File: src/rtl/instr_loader.sv
// instr_loader: packs UART RX bytes big-endian into SIZE-bit words and writes them to instruction memory.
// Optional partial-word watchdog is compiled in when LOADER_TIMEOUT_EN is defined.
module instr_loader #(
  parameter int              SIZE            = 32,
  parameter int              MAX_INSTRUCTION = 64,
  parameter int              ADDR_WIDTH      = $clog2(MAX_INSTRUCTION),
  parameter logic [SIZE-1:0] HALT_WORD       = 32'hFFFF_FFFF,
  parameter int              TIMEOUT_CYCLES  = 100000
) (
  input  logic                  i_clk,
  input  logic                  i_rst,
  input  logic [7:0]            i_rx_data,
  input  logic                  i_rx_done,
  input  logic                  i_start,
  output logic                  o_mem_we,
  output logic [ADDR_WIDTH-1:0] o_mem_addr,
  output logic [SIZE-1:0]       o_mem_data,
  output logic                  o_busy,
  output logic                  o_done,
  output logic                  o_error,
  output logic [1:0]            o_state,
  output logic [4:0]            o_byte_counter,
  output logic [4:0]            o_instruction_counter
);

  typedef enum logic [1:0] {
    IDLE  = 2'd0,
    RECV  = 2'd1,
    WRITE = 2'd2,
    DONE  = 2'd3
  } state_e;

  typedef struct packed {
    logic                  we;
    logic [ADDR_WIDTH-1:0] addr;
    logic [SIZE-1:0]       data;
  } wr_req_t;

  localparam logic [ADDR_WIDTH-1:0] LAST_ADDR = ADDR_WIDTH'(MAX_INSTRUCTION - 1);

  state_e                state_q, state_d;
  logic [SIZE-1:0]       word_q, word_d;
  logic [1:0]            bcnt_q, bcnt_d;
  logic [ADDR_WIDTH-1:0] addr_q, addr_d;
  logic [4:0]            icnt_q, icnt_d;
  wr_req_t               wr_q, wr_d;
  logic                  busy_q, busy_d;
  logic                  done_q, done_d;
  logic                  last_word;

`ifdef LOADER_TIMEOUT_EN
  localparam int              TMO_W    = $clog2(TIMEOUT_CYCLES + 1);
  localparam logic [TMO_W-1:0] TMO_LAST = TMO_W'(TIMEOUT_CYCLES - 1);
  logic [TMO_W-1:0] tmo_q, tmo_d;
  logic             err_q, err_d;
`endif

  // wr_q holds the word being written this cycle and, afterwards, the last written address.
  assign last_word = (wr_q.data == HALT_WORD) || (wr_q.addr == LAST_ADDR);

  always_comb begin
    state_d = state_q;
    word_d  = word_q;
    bcnt_d  = bcnt_q;
    addr_d  = addr_q;
    icnt_d  = icnt_q;
    wr_d    = wr_q;
    wr_d.we = 1'b0;
`ifdef LOADER_TIMEOUT_EN
    tmo_d   = '0;
    err_d   = 1'b0;
`endif
    case (state_q)
      IDLE, DONE: begin
        if (i_start) begin
          state_d = RECV;
          word_d  = '0;
          bcnt_d  = '0;
          addr_d  = '0;
          icnt_d  = '0;
          wr_d.addr = '0;
        end
      end
      RECV: begin
        if (i_rx_done) begin
          word_d = {word_q[SIZE-9:0], i_rx_data};
          if (bcnt_q == 2'd3) begin
            bcnt_d    = '0;
            state_d   = WRITE;
            wr_d.we   = 1'b1;
            wr_d.addr = addr_q;
            wr_d.data = {word_q[SIZE-9:0], i_rx_data};
          end else begin
            bcnt_d = bcnt_q + 2'd1;
          end
        end
`ifdef LOADER_TIMEOUT_EN
        else if (bcnt_q != 2'd0) begin
          if (tmo_q == TMO_LAST) begin
            word_d = '0;
            bcnt_d = '0;
            err_d  = 1'b1;
          end else begin
            tmo_d = tmo_q + TMO_W'(1);
          end
        end
`endif
      end
      WRITE: begin
        icnt_d = (icnt_q == 5'd31) ? icnt_q : icnt_q + 5'd1;
        if (last_word) begin
          state_d = DONE;
        end else begin
          state_d = RECV;
          addr_d  = addr_q + ADDR_WIDTH'(1);
          // A byte landing in the write cycle starts the next word.
          if (i_rx_done) begin
            word_d = {{(SIZE-8){1'b0}}, i_rx_data};
            bcnt_d = 2'd1;
          end
        end
      end
      default: state_d = IDLE;
    endcase
    busy_d = (state_d == RECV) || (state_d == WRITE);
    done_d = (state_d == DONE);
  end

  always_ff @(posedge i_clk) begin
    if (i_rst) begin
      state_q <= IDLE;
      word_q  <= '0;
      bcnt_q  <= '0;
      addr_q  <= '0;
      icnt_q  <= '0;
      wr_q    <= '0;
      busy_q  <= 1'b0;
      done_q  <= 1'b0;
`ifdef LOADER_TIMEOUT_EN
      tmo_q   <= '0;
      err_q   <= 1'b0;
`endif
    end else begin
      state_q <= state_d;
      word_q  <= word_d;
      bcnt_q  <= bcnt_d;
      addr_q  <= addr_d;
      icnt_q  <= icnt_d;
      wr_q    <= wr_d;
      busy_q  <= busy_d;
      done_q  <= done_d;
`ifdef LOADER_TIMEOUT_EN
      tmo_q   <= tmo_d;
      err_q   <= err_d;
`endif
    end
  end

  assign o_mem_we              = wr_q.we;
  assign o_mem_addr            = wr_q.addr;
  assign o_mem_data            = wr_q.data;
  assign o_busy                = busy_q;
  assign o_done                = done_q;
  assign o_state               = state_q;
  assign o_byte_counter        = {3'b000, bcnt_q};
  assign o_instruction_counter = icnt_q;

`ifdef LOADER_TIMEOUT_EN
  assign o_error = err_q;
`else
  logic unused_tmo_cfg;
  assign unused_tmo_cfg = ^TIMEOUT_CYCLES;
  assign o_error = 1'b0;
`endif

endmodule

File: config.mk
export PLATFORM = sky130hd
export DESIGN_NAME = instr_loader
export DESIGN_NICKNAME = d
export VERILOG_FILES = /design/src/rtl/instr_loader.sv
export SDC_FILE = /design/constraint.sdc
export NUM_CORES = 1
export LEC_CHECK = 0
export BUFFER_PORTS_ARGS = -buffer_cell sky130_fd_sc_hd__clkbuf_2
export CORE_ASPECT_RATIO = 1.75
export CORE_MARGIN = 2
export CORE_UTILIZATION = 59
export DETAILED_ROUTE_END_ITERATION = 16
export PLACE_DENSITY = 0.82
export SYNTH_ARGS = -nofsm -noshare
export SYNTH_HDL_FRONTEND = slang
export SYNTH_SLANG_ARGS = --single-unit
File: constraint.sdc
create_clock -name i_clk -period 5.3 [get_ports i_clk]
set_input_delay 0.53 -clock i_clk [delete_from_list [all_inputs] [get_ports i_clk]]
set_output_delay 0.53 -clock i_clk [all_outputs]
set_load 0.02 [all_outputs]
Word level (Yosys, flattened, before mapping)
Cells that the tools add are included.

Flip-flop bits (word level): 80. Input bits: 12. Output and inout port bits: 54. Word-level logic and storage cells: 68.

$add $sub $neg: 3. Eq/ne operators: 16. Muxes and demuxes: 25. Bitwise operators: 2. Reductions and logical operators: 12.

Operators with widths (number): 24-bit 2-to-1 mux (4); 24-bit one-hot mux with 3 select lines (1); 39-bit 2-to-1 mux (1); 38-bit 2-to-1 mux (1); 32-bit equality test (second input constant) (1); 6-bit one-hot mux with 2 select lines (2); 2-bit 2-to-1 mux (9); 6-bit 2-to-1 mux (2); 2-bit inequality test (second input constant) (6); 2-bit one-hot mux with 3 select lines (2); 2-bit equality test (second input constant) (5); 5-bit 2-to-1 mux (2); 5-bit one-hot mux with 2 select lines (1); 3-bit AND reduction (3); 4-bit AND reduction (2); 6-bit by 1-bit adder with 6-bit output (second input constant) (1); 6-bit equality test (second input constant) (1); 5-bit by 1-bit adder with 5-bit output (second input constant) (1); 5-bit equality test (second input constant) (1); 2-bit by 1-bit equality test with 1-bit output (second input constant) (2); 2-bit nonzero test (2); 3-bit OR reduction (1); 2-bit by 1-bit adder with 2-bit output (second input constant) (1); 2-bit zero test (1); 3 further kinds (5).

Longest topological paths before layout
Depth after elaboration: 6. Mapped depth: 10. Gate-level depth less buffers: 7.

Worst setup path after synthesis
OpenSTA, ideal clock, no wires.

Path kind: reg-to-reg. Start: reg state_q[0] (netlist: o_state[0]). End: reg word_q[16]. Setup time: 70 ps. Arrival time: 1941 ps. Data required time: 5230 ps. Path slack: 3288 ps. Stages on the path, launching flop included: 11. Path buffers: 4. Period minus slack after synthesis: 2012 ps. Cell sequence: dfxtp_1 > inv_1 > ha_1 > buf_4 > nand2b_1 > buf_4 > o21a_1 > buf_4 > buf_1 > nand4_1 > a21oi_1.

Word-level cells in the longest chain between the ends: 4. Elaborated cells between the ends (all ways): 11. Classes of those cells: 7 x eq/ne; 1 x mux; 3 x reduce/logical.

Ends and longest elaborated chain: start, declared (RTL line 41) `state_e state_q, state_d;`; start signal, assigned (RTL line 144) `state_q <= state_d;`; 2-bit equality test / 2-bit zero test (equally long branches) (RTL line 73) `case (state_q)`; 2-bit OR reduction (RTL line 73); 2-bit inequality test (no line); 4-bit AND reduction (no line); end signal, assigned (RTL line 145) `word_q <= word_d;`; end, declared (RTL line 42) `logic [SIZE-1:0] word_q, word_d;`.

Parallel ways exist; a longest one is shown, timed or not. A chain may end at the register's enable or synchronous reset.

Final worst setup path
Start: reg state_q[1] (netlist: o_state[1]). End: reg bcnt_q[0].

Word-level cells in the longest chain between the ends: 4. Elaborated cells between the ends (all ways): 11. Classes of those cells: 7 x eq/ne; 1 x mux; 3 x reduce/logical.

Ends and longest elaborated chain: 2-bit equality test / 2-bit zero test (equally long branches) (RTL line 73); 2-bit OR reduction (RTL line 73); 2-bit inequality test (no line); 4-bit AND reduction (no line); end signal, assigned (RTL line 146) `bcnt_q <= bcnt_d;`; end, declared (RTL line 43) `logic [1:0] bcnt_q, bcnt_d;`.

Parallel ways exist; a longest one is shown, timed or not.

==> results by group <==
Timing
  • Tcrit/Tclk final: 0.472
  • Fin. Hold Viols: 0
  • TNS Setup: 0 ns
  • RSZ-0062 raised after global routing: no
  • Hold WS: approximately 0.4 ns
  • Slew headroom: 0.471
  • Worst Skew: 0.0107 ns
  • Fmax: 0.399 GHz
  • Worst slew pin tran: 0.787 ns
  • Final setup violation count: 0
  • Minimum clock period: 2.50 ns
  • Final WS setup: about 2.8 ns
  • Final slew viol count: 0

Logic synthesis
  • Combinational family with the most area after synthesis: simple AND/OR/NAND/NOR gates
  • Synth unique cells: 38
  • Ys Warns: 0
  • Yosys reg bits: 80
  • Avg Inst Size Synth: a little over 8 um2
  • Post-synthesis mux area share: 0.00583
  • Asr flop ratio synth: 0
  • Xor and xnor area share after synthesis: 0
  • Synth Instances: approximately 420
  • Adder-cell area share of the yosys netlist: 0.0255
  • Post-synth top area cell: dfxtp_1
  • Post-synth top cells: nand2_1 (83), dfxtp_1 (80), a21oi_1 (62)
  • Synth Flop Type: dfxtp_1
  • EDFF count, synth: 0
  • Most numerous cell in the Yosys netlist: nand2_1
  • Cell Area, Synth: ~0.0034 mm2
  • Yosys top cell area share: 0.466
  • Compound-Gate Fraction of Synth Area: 0.189
  • Post-synthesis sequential area ratio: 0.466
  • Top area cells in the synthesized netlist: dfxtp_1 (47%), nand2_1 (9.1%), a21oi_1 (9.0%), o21ai_0 (5.2%), nand4_1 (4.7%)
  • Post-Synth Simple-Gate Area: 0.254

Clock network
  • Clock sinks: 80
  • Clock Latency Late Sink: roughly 0.36 ns
  • CTS Buffer Depth: 2
  • Post-CTS Setup Bufs: 0
  • Reg clk slew, reported paths: 0.08 ns
  • Hold-fix buffers, CTS: 0
  • H-tree Lvls: 3
  • Cts repair resizes: 0
  • Total CTS buffers: 9
  • CTS tree: yes
  • Clock Tree Root: clkbuf_8

Worst setup path
  • Arrival time at the worst endpoint: approximately 2.8 ns
  • CP endpoint kind: flop
  • CP required: 5.55 ns
  • Largest fanout on the critical path: 24
  • Crit path launch type: flop
  • Kind of critical path: reg -> reg

Routing
  • Vias: about 3,200
  • Post-DRT Antenna Nets: 0
  • First-pass DRT Iterations: 4
  • Initial DRC Count: about 150
  • Post-DR wirelength/cell: roughly 15 um
  • DRC violations left: 0
  • DRT Wirelength: ~8400 um
  • Drt via density: 5.76

Cells and area
  • Nets: between 400 and 500
  • Area grow syn2layout: 13.0%
  • Inserted Diodes: 0
  • Layout cells sized above 1: 0.180

Floorplan
  • Die H: around 100 um
  • Die area: 0.00647 mm2
  • Die W: a little over 60 um
  • Core box area: approximately 0.0056 mm2
  • IO Pins: 66
  • Std cell rows: 36
  • Initial Utilization: 0.615

Pwr
  • Worst VDD drop: 0.259 mV
  • Pleak: 1.44 nW
  • Cell Pwr Density: 288 mW/mm2
  • Power Total: roughly 1.1 mW

GRT
  • Vias in the first global route: ~2,900
  • GR Util met2: 0.453
  • Met1 Track Usage GR: 0.310
  • M3 GR Usage: 0.0545
  • Pin count of the biggest net entering global routing: 69
  • Global-route wire length before repair: roughly 13,000 um
  • Global routing's busiest layer: met2
  • GR Overflow Total: 0
  • Initial antenna violation count: 0
  • All-Layer GR Usage: 0.276

Worst hold path
  • Worst hold path class: in -> reg

Run status
  • Status: complete, no violations

Flow run
  • MaxCap Viol Count: 0

Placed design
  • Post-DP HPWL: 5910 um
  • Gpl congestion: about 0.92
  • Port-buffer cells: just over 60
  • Pre-CTS setup slack: ~2.9 ns
## path summary, 6_finish.rpt
check               startpoint             end  slack, ns  depth (start not counted)
hold / removal    i_rx_data[7]   o_mem_data[7]       0.41                          3
setup reg to reg    o_state[1]       bcnt_q[0]       2.80                          6
setup / recovery    o_state[1]       bcnt_q[0]       2.80                          6
hold reg to reg     word_q[19]  o_mem_data[27]       0.45                          2
## flip-flops by register name, summed over array words and instances (netlist names)
register	cells
o_mem_we	1
o_mem_addr	6
o_done	1
word_q	24
o_instruction_counter	5
o_state	2
o_mem_data	32
addr_q	6
bcnt_q	2
o_busy	1
## per-stage QoR
stage                     cells  area (um2)  utilization
after global placement      533        3700        0.662
after detailed placement    533        3700        0.662
after floorplan             426        3450            -
after CTS                   549        3880        0.695
after global routing        549        3880        0.695
final                       549        3880        0.695
## where the power goes
group          switching (mW)  internal (mW)
Combinational          0.0531         0.0185
Sequential            0.00263          0.604
Clock                   0.222          0.216
## worst max-delay path: stages (launching register included)
cell and delay [ns]:
dfxtp_1 0.40, inv_1 0.07, ha_1 0.45, a21oi_1 0.30, o21a_1 0.53, nand2_1 0.30
o41ai_1 0.35
## area by class of cell
class                      count  area [um2]
clock buffer                  10         128
timing repair buffer          65         335
fill                         505        1700
multi-input combinational    307        1650
tap                           76        95.1
inverter                       5        18.8
clock inverter                 6        58.8
sequential                    80        1600
## layout by cell type (no fill, tap or decap), drive strengths merged, types with 2 or more instances in the layout
cell	netlist	final
clkbuf	20	71
nor4	2	2
nand4	26	26
o21a	2	2
a21oi	62	62
nor2b	16	16
mux2i	2	2
ha	7	7
a31oi	4	4
o21ai	39	39
nand3	13	13
conb	1	4
nor3	5	5
nor2	12	12
a22oi	2	2
buf	14	4
nand4b	3	3
nand2b	7	7
a21o	3	3
and3	3	3
nand2	83	83
dfxtp	80	80
inv	5	6
and4b	3	3
clkinv	0	4
## routing by layer
metal  routed length [um]  part of all wire  up-vias
met5                    0                 0        -
met4                  412             0.049        0
met3                  363             0.043       25
met2                 4480              0.54       88
met1                 3110              0.37     1489
li1                     -                 -     1560
## cell families (layout without fill, tap and decap cells)
logic type,Yosys count,in the layout
buf+inv,39,86
simple gates,175,175
mux,2,2
flops,80,80
other cells,1,4
compound gates,119,119
fa+ha+maj,7,7
(Power assumes the default switching activity.)
